## src/rtl/ahb_exp_mailbox_pkg.sv

```systemverilog
// Shared constants for the AHB expansion-port mailbox: register offsets,
// STAT/CTRL bit positions and the data-phase response states.
package ahb_exp_mailbox_pkg;

    localparam logic [1:0] REG_DATA = 2'd0;
    localparam logic [1:0] REG_STAT = 2'd1;
    localparam logic [1:0] REG_CTRL = 2'd2;
    localparam logic [1:0] REG_CLR  = 2'd3;

    localparam logic [2:0] SIZE_WORD = 3'b010;

    localparam int STAT_TX_FULL  = 0;
    localparam int STAT_TX_EMPTY = 1;
    localparam int STAT_RX_FULL  = 2;
    localparam int STAT_RX_EMPTY = 3;
    localparam int STAT_TX_OVF   = 4;
    localparam int STAT_RX_UNF   = 5;
    localparam int STAT_TX_LVL   = 8;
    localparam int STAT_RX_LVL   = 16;

    localparam int CTRL_RX_IRQ_EN = 0;
    localparam int CTRL_TX_IRQ_EN = 1;
    localparam int CTRL_TX_FLUSH  = 2;
    localparam int CTRL_RX_FLUSH  = 3;

    typedef enum logic [1:0] {
        DP_OKAY = 2'd0,
        DP_ERR1 = 2'd1,
        DP_ERR2 = 2'd2
    } dp_state_t;

    function automatic logic is_word(input logic [2:0] hsize);
        return hsize == SIZE_WORD;
    endfunction

endpackage

```

## src/rtl/ahb_exp_fifo.sv

```systemverilog
// Synchronous FIFO with flush; pointers carry one extra wrap bit so that
// full and empty are distinguishable without a separate counter.
module ahb_exp_fifo #(
    parameter int DEPTH  = 16,
    parameter int DATA_W = 32
) (
    input  logic                     clk,
    input  logic                     rst_n,
    input  logic                     push,
    input  logic [DATA_W-1:0]        push_data,
    input  logic                     pop,
    input  logic                     flush,
    output logic                     full,
    output logic                     empty,
    output logic [$clog2(DEPTH):0]   level,
    output logic [DATA_W-1:0]        head
);

    localparam int AW = $clog2(DEPTH);
    localparam logic [AW:0] PTR_ONE = (AW+1)'(1);

    logic [DATA_W-1:0] mem [DEPTH];
    logic [AW:0]       wr_ptr;
    logic [AW:0]       rd_ptr;
    logic              do_push;
    logic              do_pop;

    assign empty = (wr_ptr == rd_ptr);
    assign full  = (wr_ptr[AW] != rd_ptr[AW]) && (wr_ptr[AW-1:0] == rd_ptr[AW-1:0]);
    assign level = wr_ptr - rd_ptr;
    assign head  = empty ? '0 : mem[rd_ptr[AW-1:0]];

    // A pop in the same cycle frees the slot, so a push into a full FIFO is legal then.
    assign do_pop  = pop & ~empty;
    assign do_push = push & (~full | do_pop);

    always_ff @(posedge clk or negedge rst_n) begin
        if (!rst_n) begin
            wr_ptr <= '0;
            rd_ptr <= '0;
        end else if (flush) begin
            wr_ptr <= '0;
            rd_ptr <= '0;
        end else begin
            if (do_push) wr_ptr <= wr_ptr + PTR_ONE;
            if (do_pop)  rd_ptr <= rd_ptr + PTR_ONE;
        end
    end

    always_ff @(posedge clk) begin
        if (do_push && !flush) mem[wr_ptr[AW-1:0]] <= push_data;
    end

endmodule

```

## src/rtl/ahb_exp_mailbox.sv

```systemverilog
// AHB-Lite target on the expansion port: CPU-to-fabric TX FIFO, fabric-to-CPU
// RX FIFO, status/control registers and a level interrupt.
//
//  state   | meaning
//  DP_OKAY | idle or word data phase, zero wait states
//  DP_ERR1 | first ERROR cycle for a non-word access, HREADYOUT low
//  DP_ERR2 | second ERROR cycle, HREADYOUT high
module ahb_exp_mailbox
    import ahb_exp_mailbox_pkg::*;
#(
    parameter int DEPTH  = 16,
    parameter int DATA_W = 32
) (
    input  logic              FCLK,
    input  logic              MTXHRESETN,
    input  logic              HSEL,
    input  logic [31:0]       HADDR,
    input  logic [1:0]        HTRANS,
    input  logic              HWRITE,
    input  logic [2:0]        HSIZE,
    input  logic [31:0]       HWDATA,
    input  logic              HREADYMUX,
    output logic [31:0]       HRDATA,
    output logic              HREADYOUT,
    output logic              HRESP,
    output logic              EXRESP,
    output logic [2:0]        HRUSER,
    output logic [DATA_W-1:0] TXDATA,
    output logic              TXVALID,
    input  logic              TXREADY,
    input  logic [DATA_W-1:0] RXDATA,
    input  logic              RXVALID,
    output logic              RXREADY,
    output logic              IRQ
);

    localparam int LW = $clog2(DEPTH) + 1;

    dp_state_t   state;
    dp_state_t   state_nxt;

    logic        acc;
    logic        dp_valid;
    logic        dp_write;
    logic        dp_word;
    logic [1:0]  dp_addr;
    logic        wr_fire;
    logic        rd_fire;

    logic        ctrl_rx_irq_en;
    logic        ctrl_tx_irq_en;
    logic        tx_ovf;
    logic        rx_unf;

    logic        tx_push;
    logic        tx_pop;
    logic        tx_flush;
    logic        tx_full;
    logic        tx_empty;
    logic [LW-1:0] tx_level;

    logic        rx_push;
    logic        rx_pop_req;
    logic        rx_pop;
    logic        rx_flush;
    logic        rx_full;
    logic        rx_empty;
    logic [LW-1:0] rx_level;
    logic [DATA_W-1:0] rx_head;

    logic        ctrl_wr;
    logic        clr_wr;
    logic        ovf_set;
    logic        unf_set;
    logic [31:0] stat_word;
    logic        unused_bits;

    assign unused_bits = ^{HADDR[31:4], HADDR[1:0], HTRANS[0]};

    assign EXRESP = 1'b0;
    assign HRUSER = 3'b000;

    assign acc = HSEL & HTRANS[1] & HREADYMUX;

    always_ff @(posedge FCLK or negedge MTXHRESETN) begin
        if (!MTXHRESETN) begin
            dp_valid <= 1'b0;
            dp_write <= 1'b0;
            dp_word  <= 1'b0;
            dp_addr  <= 2'd0;
        end else if (HREADYMUX) begin
            dp_valid <= acc;
            dp_write <= HWRITE;
            dp_word  <= is_word(HSIZE);
            dp_addr  <= HADDR[3:2];
        end
    end

    always_ff @(posedge FCLK or negedge MTXHRESETN) begin
        if (!MTXHRESETN) state <= DP_OKAY;
        else             state <= state_nxt;
    end

    always_comb begin
        state_nxt = state;
        HREADYOUT = 1'b1;
        HRESP     = 1'b0;
        case (state)
            DP_OKAY: begin
                if (acc && !is_word(HSIZE)) state_nxt = DP_ERR1;
            end
            DP_ERR1: begin
                HREADYOUT = 1'b0;
                HRESP     = 1'b1;
                state_nxt = DP_ERR2;
            end
            DP_ERR2: begin
                HRESP     = 1'b1;
                state_nxt = (acc && !is_word(HSIZE)) ? DP_ERR1 : DP_OKAY;
            end
            default: state_nxt = DP_OKAY;
        endcase
    end

    // Only completing word data phases have side effects; errored ones never do.
    assign wr_fire = dp_valid & dp_word & HREADYMUX & dp_write;
    assign rd_fire = dp_valid & dp_word & HREADYMUX & ~dp_write;

    assign ctrl_wr  = wr_fire & (dp_addr == REG_CTRL);
    assign clr_wr   = wr_fire & (dp_addr == REG_CLR);

    assign tx_push  = wr_fire & (dp_addr == REG_DATA);
    assign tx_pop   = TXVALID & TXREADY;
    assign tx_flush = ctrl_wr & HWDATA[CTRL_TX_FLUSH];
    assign ovf_set  = tx_push & tx_full & ~tx_pop;

    assign rx_push    = RXVALID & RXREADY;
    assign rx_pop_req = rd_fire & (dp_addr == REG_DATA);
    assign rx_pop     = rx_pop_req & ~rx_empty;
    assign rx_flush   = ctrl_wr & HWDATA[CTRL_RX_FLUSH];
    assign unf_set    = rx_pop_req & rx_empty;

    assign TXVALID = ~tx_empty;
    assign RXREADY = ~rx_full;

    ahb_exp_fifo #(.DEPTH(DEPTH), .DATA_W(DATA_W)) u_tx_fifo (
        .clk       (FCLK),
        .rst_n     (MTXHRESETN),
        .push      (tx_push),
        .push_data (HWDATA[DATA_W-1:0]),
        .pop       (tx_pop),
        .flush     (tx_flush),
        .full      (tx_full),
        .empty     (tx_empty),
        .level     (tx_level),
        .head      (TXDATA)
    );

    ahb_exp_fifo #(.DEPTH(DEPTH), .DATA_W(DATA_W)) u_rx_fifo (
        .clk       (FCLK),
        .rst_n     (MTXHRESETN),
        .push      (rx_push),
        .push_data (RXDATA),
        .pop       (rx_pop),
        .flush     (rx_flush),
        .full      (rx_full),
        .empty     (rx_empty),
        .level     (rx_level),
        .head      (rx_head)
    );

    // Sticky flags: a new event in the same cycle as a W1C clear keeps the flag set.
    always_ff @(posedge FCLK or negedge MTXHRESETN) begin
        if (!MTXHRESETN) begin
            ctrl_rx_irq_en <= 1'b0;
            ctrl_tx_irq_en <= 1'b0;
            tx_ovf         <= 1'b0;
            rx_unf         <= 1'b0;
            IRQ            <= 1'b0;
        end else begin
            if (ctrl_wr) begin
                ctrl_rx_irq_en <= HWDATA[CTRL_RX_IRQ_EN];
                ctrl_tx_irq_en <= HWDATA[CTRL_TX_IRQ_EN];
            end
            if (ovf_set)                          tx_ovf <= 1'b1;
            else if (clr_wr && HWDATA[STAT_TX_OVF]) tx_ovf <= 1'b0;
            if (unf_set)                          rx_unf <= 1'b1;
            else if (clr_wr && HWDATA[STAT_RX_UNF]) rx_unf <= 1'b0;
            IRQ <= (ctrl_rx_irq_en & ~rx_empty) | (ctrl_tx_irq_en & tx_empty);
        end
    end

    always_comb begin
        stat_word                         = '0;
        stat_word[STAT_TX_FULL]           = tx_full;
        stat_word[STAT_TX_EMPTY]          = tx_empty;
        stat_word[STAT_RX_FULL]           = rx_full;
        stat_word[STAT_RX_EMPTY]          = rx_empty;
        stat_word[STAT_TX_OVF]            = tx_ovf;
        stat_word[STAT_RX_UNF]            = rx_unf;
        stat_word[STAT_TX_LVL +: 8]       = 8'(tx_level);
        stat_word[STAT_RX_LVL +: 8]       = 8'(rx_level);
    end

    always_comb begin
        HRDATA = '0;
        if (dp_valid && dp_word && !dp_write) begin
            case (dp_addr)
                REG_DATA: HRDATA = 32'(rx_head);
                REG_STAT: HRDATA = stat_word;
                REG_CTRL: begin
                    HRDATA[CTRL_RX_IRQ_EN] = ctrl_rx_irq_en;
                    HRDATA[CTRL_TX_IRQ_EN] = ctrl_tx_irq_en;
                end
                default:  HRDATA = '0;
            endcase
        end
    end

endmodule

```

## config.mk

```make
export PLATFORM = sky130hd
export DESIGN_NAME = ahb_exp_mailbox
export DESIGN_NICKNAME = d
export VERILOG_FILES = /design/src/rtl/ahb_exp_mailbox_pkg.sv /design/src/rtl/ahb_exp_fifo.sv /design/src/rtl/ahb_exp_mailbox.sv
export SDC_FILE = /design/constraint.sdc
export NUM_CORES = 1
export LEC_CHECK = 0
export BUFFER_PORTS_ARGS = -buffer_cell sky130_fd_sc_hd__buf_2
export CORE_MARGIN = 2
export CORE_UTILIZATION = 40
export DETAILED_ROUTE_END_ITERATION = 6
export GPL_TIMING_DRIVEN = 0
export PLACE_DENSITY = 0.68
export SETUP_SLACK_MARGIN = 0.02
export SLEW_MARGIN = 20
export SYNTH_ARGS = -nofsm -noshare
export SYNTH_HDL_FRONTEND = slang
export SYNTH_SLANG_ARGS = --single-unit
```

## constraint.sdc

```tcl
create_clock -name FCLK -period 5.8 [get_ports FCLK]
set_input_delay 0 -clock FCLK [delete_from_list [all_inputs] [get_ports FCLK]]
set_output_delay 0 -clock FCLK [all_outputs]
set_load 0.01 [all_outputs]
```

After elaboration in Yosys (flattened, before gate mapping):

Memories as Yosys holds them, arrays and structs flattened.
Cells that the tools add are included.

* register bits: 32
* bits in latches: 0
* RAM bits: 1024
* memory bits (read-only): 0
* input bits: 108
* output and inout port bits: 73
* logic and storage cells: 116
* memories: 2

Memory list
* u_rx_fifo.mem: words 16, bits a word 32, read ports 1, clocked after Yosys merged registers in 0, wr ports 1, RTL line ahb_exp_fifo.sv:22 `logic [DATA_W-1:0] mem [DEPTH];`
* u_tx_fifo.mem: words 16, bits a word 32, read ports 1, clocked after Yosys merged registers in 0, wr ports 1, RTL line ahb_exp_fifo.sv:22

* add/subtract/negate cells: 6
* multiply operators: 0
* divide/modulo/power cells: 0
* order comparisons: 0
* equal/unequal tests: 13
* shift operators: 0
* multiplexer cells: 26
* bitwise logic cells: 33
* reductions and logical operators: 22

Operators with widths (number)
* 32-bit two-way mux: 3
* 30-bit one-hot mux with 2 select lines: 1
* 5-bit two-way mux: 8
* 1-bit AND: 24
* 5-bit by 1-bit adder with 5-bit output (second input constant): 4
* 2-bit one-hot mux with 3 select lines: 2
* 2-bit nonzero test: 6
* 1-bit two-way mux: 11
* 5-bit equality test: 2
* 5-bit subtractor: 2
* 1-bit logical AND: 9
* 4-bit equality test: 2
* 2-bit equality test (second input constant): 3
* 1-bit inverter: 6
* 2-bit by 1-bit equality test with 1-bit output (second input constant): 2
* 1-bit logical NOT: 4
* 2-bit logical NOT: 2
* 3-bit by 2-bit equality test with 1-bit output (second input constant): 1
* 1-bit OR: 3
* 2-bit two-way mux: 1
* 1-bit != test: 2
* 2-bit != test (second input constant): 1
* 2-bit OR reduction: 1

Longest topological paths before layout:

* word-level depth: 11
* depth in mapped cells: 11
* depth with buffers taken out: 8

Hierarchy:

A second synthesis with hierarchy kept.

* cell total of the unflattened synthesis: 2028
* area, all modules: 41728.8 um^2

By module, submodules not included
* ahb_exp_fifo: instances 2, cells an instance 951, area an instance 20313.2 um^2, sequential area each 15625.0 um^2
* ahb_exp_mailbox: instances 1, cells an instance 126, area an instance 1102.3 um^2, sequential area each 300.3 um^2

Worst setup path after synthesis:

No wires, ideal clock.

* kind: flip-flop to flip-flop
* from: register u_rx_fifo.rd_ptr[2]
* to: memory u_rx_fifo.mem[3][0] (enable)
* setup time: 0.461 ns
* arrival time: 4.537 ns
* data required time: 5.339 ns
* path slack: 0.802 ns
* cell stages (with the launch flop): 11
* buffers on the path: 4
* period minus slack after synthesis: 4.998 ns
* path through: dfrtp_1 > buf_2 > clkbuf_1 > buf_2 > inv_2 > buf_2 > ha_1 > nand4_1 > o21a_1 > nand3_1 > nor3_1

* longest elaborated chain between the ends: 9
* elaborated cells on any way between the ends: 13
* classes of those cells: eq/ne (2); mux (2); bitwise (7); reduce/logical (2)

RTL lines
* from (decl): RTL line ahb_exp_fifo.sv:24 `logic [AW:0] rd_ptr;`
* from (signal assigned): RTL line ahb_exp_fifo.sv:46 `if (do_pop) rd_ptr <= rd_ptr + PTR_ONE;`
* 5-bit equality test: RTL line ahb_exp_fifo.sv:28 `assign empty = (wr_ptr == rd_ptr);`
* 1-bit inverter: RTL line ahb_exp_fifo.sv:34, ahb_exp_mailbox.sv:139
* 1-bit AND: RTL line ahb_exp_mailbox.sv:139 `assign rx_pop = rx_pop_req & ~rx_empty;`
* 1-bit AND: RTL line ahb_exp_fifo.sv:34 `assign do_pop = pop & ~empty;`
* 1-bit OR: RTL line ahb_exp_fifo.sv:35 `assign do_push = push & (~full | do_pop);`
* 1-bit AND (*): RTL line ahb_exp_fifo.sv:35
* 1-bit logical AND (*): RTL line ahb_exp_fifo.sv:51 `if (do_push && !flush) mem[wr_ptr[AW-1:0]] <= push_data;`
* 1-bit two-way mux (*): RTL line ahb_exp_fifo.sv:51
* 1-bit two-way mux (implied by the code) (*): RTL line ahb_exp_fifo.sv:51
* to (decl): RTL line ahb_exp_fifo.sv:22

Mark *: on every way between the ends. The rest lies on a longest branch, timed or not.

Worst setup path after layout:

* from: register u_rx_fifo.rd_ptr[2]
* to: output port HRDATA[19]

* longest elaborated chain between the ends: 4
* elaborated cells on any way between the ends: 6
* classes of those cells: add/sub (1); eq/ne (1); mux (3); memory (1)

RTL lines
* memory 16 x 32 bit or 5-bit equality test (tied branches)
* 32-bit two-way mux: RTL line ahb_exp_fifo.sv:31 `assign head = empty ? '0 : mem[rd_ptr[AW-1:0]];`
* 30-bit one-hot mux with 2 select lines (*): RTL line ahb_exp_mailbox.sv:208 `case (dp_addr)`
* 32-bit two-way mux (*): RTL line ahb_exp_mailbox.sv:207 `if (dp_valid && dp_word && !dp_write) begin`
* to (decl): RTL line ahb_exp_mailbox.sv:23 `output logic [31:0] HRDATA,`

Marks and branches as above.

==> results.toml <==
[synth]
async_flop_share_pct = 3.03
yosysSeqAreaShare_pct = 76.3
synth_commonest_cells = "edfxtp_1 (1024), mux4_2 (254), nand2_1 (113)"
synth_area_per_cell_um2 = 21.1
yosysTopAreaCellShare_pct = 74.4
yosys.cell_count.top_type = "edfxtp_1"
postSynthCellCount = 1961
yosys-top-cells-area = "edfxtp_1 (74%), mux4_2 (14%), dfrtp_1 (1.9%), mux2i_1 (1.3%), nand2_1 (1.0%)"
synthFlopType = "edfxtp_1"
synth_seq_cells = 1056
synth_cell_types = 54
synth_top_area_cell = "edfxtp_1"
yosys_warnings = 0
synth_edf_count = 1024
syn_area_mm2 = 0.0413

[routing]
firstDrtPassIters = 5
vias = 21600
met3_length_um = 8310
vias_per_cell = 5.66
dr.max_layer_used = "met5"
drc = 0
drt_wl_total_um = 102000
routedWlPerCell_um = 26.6
drtAntennaViolNets = 0
wl_met2_um = 49300
drt_iter0_drc = 2599
drt-met1-wl_um = 41200

[sta]
relSlewSlack_pct = 29.8
grt_setup_unrepaired = "false"
finalMaxSlewViolations = 0
setup_violations = 0
worstMarginPinSlew_ns = 1.05
fmax_mhz = 184
finalHoldViolCount = 0
period_needed_ns = 5.43
finClkSkew_ns = 0.0327
fin_crit_sh_pct = 93.6

[run_status]
status = "finished, final reports clean"

[setup_path]
cp_slowest_cell = "clkbuf_1"
critPathRequiredTime_ns = 5.80
cp_top_family = "buffers and inverters"
worstSetupStartpointType = "flip-flop"
slowest_delay_ns = 0.67
crit_chain = "buf_2, clkbuf_1, buf_2, inv_2, buf_2, ha_1, nand4_1, o211ai_1, clkbuf_1, a21oi_1, a31o_1, buf_2"
worstPathArrival_ns = 5.43
end_kind = "output pin"
path_class = "reg2out"
worst_path_most_repeated_cell = "buf_2"
cp_max_fo = 10
path_buf_inv = 7

[clock_tree]
cts_max_level = 3
cts_setup_buffers = 0
clock_latency_ns = 0.66
cts.sinks = 1056
root_buffer = "clkbuf_16"
cts.path.max_buffers = 3
cts_tree = "yes"
cts_buffers = 101
clkTransAtPathRegs_ns = 0.07

[die]
die_w_um = 326
row_count = 117
die_area_mm2 = 0.106
core-area_mm2 = 0.102
start_util_pct = 40.5
die_h_um = 326
ios = 181

[power]
power_density_mw_per_mm2 = 406
total_power_mw = 20.0
ir_worst_vdd_mv = 0.265
cellLeakagePower_nw = 16.3

[global_route]
grt.overflow.total = 0
grt_pass1_vias = 22100
grt_max_degree = 32
grt_pass1_wl_um = 148000
antenna_found_initial = 9
grtUsageTotal_pct = 19.0

[flow_run]
maxCapViolations = 0

[layout]
postLayoutCoreUtil_pct = 48.3
synthToLayoutAreaGrowth_pct = 19.5
drive_above_1_share_pct = 29.3
finalNetCount = 2499
nFillCells = 8281

[placed_design]
routabilityCongestion = 0.797
dp_hpwl_um = 67900
port_buffers = 145

[worst_hold_path]
hold_path_class = "in2reg"
[stage by stage]
stage	instance area [um^2]	instances	hold WS [ns]	setup TNS [ns]	setup slack, ns
3_5_place_dp	45200	3550	0.152	0	0.647
3_3_place_gp	43800	3477	0.121	-1061.63	-2.79
4_1_cts	49400	3820	0.0636	0	0.305
6_report	49400	3823	0.111	0	0.370
5_1_grt	49400	3822	0.116	0	0.123
2_1_floorplan	41400	1964	-0.296	0	0.802
[worst register-to-register path: stages, from the launching register on]
cell and delay, ns:
dfrtp_1 0.32, buf_2 0.19, clkbuf_1 0.56, buf_2 0.46, inv_2 0.22, buf_2 0.33
ha_1 0.43, nand4_1 0.34, o21a_1 0.35, nand3_1 0.37, nor3_2 0.47, buf_4 0.26
buf_4 0.18, buf_4 0.21, buf_4 0.23
[where the power goes]
| group | internal (mW) | switching [mW] | total (mW) | leakage [nW] |
|---|---|---|---|---|
| sequential | 8.78 | 0.123 | 8.90 | 9.63 |
| clock | 3.84 | 2.83 | 6.67 | 1.64 |
| combinational | 1.90 | 2.56 | 4.46 | 5.03 |
[final cells by class]
class / instances / area [um^2] / share of cell area (%)
clock buffer: 130 / 2700 / 5.46
buffer: 110 / 499 / 1.01
sequential: 1056 / 31600 / 63.9
inverter: 21 / 78.8 / 0.160
tap: 1368 / 1710 / 3.46
multi-input combinational: 777 / 9450 / 19.1
timing repair buffer: 299 / 2750 / 5.56
antenna: 3 / 7.51 / 0.0152
clock inverter: 59 / 662 / 1.34
[path summary, 6_finish.rpt]
kind / from / to / slack, ns / cells after the start
max: u_rx_fifo.rd_ptr[2] / HRDATA[19] / 0.37 / 12
min: HSEL / state[1] / 0.11 / 5
max reg2reg: u_rx_fifo.rd_ptr[2] / u_rx_fifo.mem[0][9] / 0.60 / 14
min reg2reg: u_tx_fifo.wr_ptr[4] / u_tx_fifo.wr_ptr[4] / 0.51 / 1
max in group asynchronous: MTXHRESETN / state[0] / 4.22 / 4
min in group asynchronous: MTXHRESETN / dp_addr[1] / 0.57 / 3
[registers in the layout (all words and copies together), names as in the netlist]
name,flops
dp_word,1
ctrl_rx_irq_en,1
u_tx_fifo.rd_ptr,5
u_tx_fifo.wr_ptr,5
u_tx_fifo.mem,512
state,2
dp_valid,1
rx_unf,1
tx_ovf,1
IRQ,1
u_rx_fifo.rd_ptr,5
u_rx_fifo.wr_ptr,5
ctrl_tx_irq_en,1
dp_addr,2
dp_write,1
u_rx_fifo.mem,512
[metal layers]
| layer | up-vias | GRT usage [%] |
|---|---|---|
| met5 | - | 0 |
| met4 | 8 | 5.14 |
| met3 | 197 | 3.60 |
| met2 | 1057 | 31.2 |
| met1 | 11400 | 26.1 |
| li1 | 8974 | - |
[cell families after synthesis]
kind of cell	Yosys count	synth area share, %
simple gates	266	3.10
other cells	1	0.00907
mux	318	15.6
buf+inv	131	1.39
fa+ha+maj	25	0.793
flops	1056	76.3
compound gates	149	2.51
xor+xnor	15	0.336
[placed cells by master (no fill, tap or decap), types with 6 or more instances in the layout]
cell and n:
buf_12 9, buf_16 25, mux2i_1 54, o21ai_1 14
clkbuf_1 77, mux4_2 254, nand2_1 113, edfxtp_1 1024
and2_1 6, inv_1 14, buf_6 9, a21oi_1 17
dfrtp_1 32, a211oi_1 48, nor2_4 23, buf_1 8
nor3_2 8, clkinv_1 15, bufinv_16 12, nor2_1 15
nand2b_1 8, inv_6 6, dlygate4sd3_1 81, a21o_1 14
xnor2_1 9, inv_2 7, buf_4 34, and3_1 50
clkbuf_16 102, buf_2 185, a22oi_1 26, ha_1 23
o21ai_0 8, clkinv_2 17, nand3_1 14
[repair_timing]
action	in CTS	in global routing
gates resized for setup	0	2
endpoints found under the hold margin	1079	0
hold buffers	81	0
setup endpoints to repair	0	1
Power figures use the tool's default switching activity.
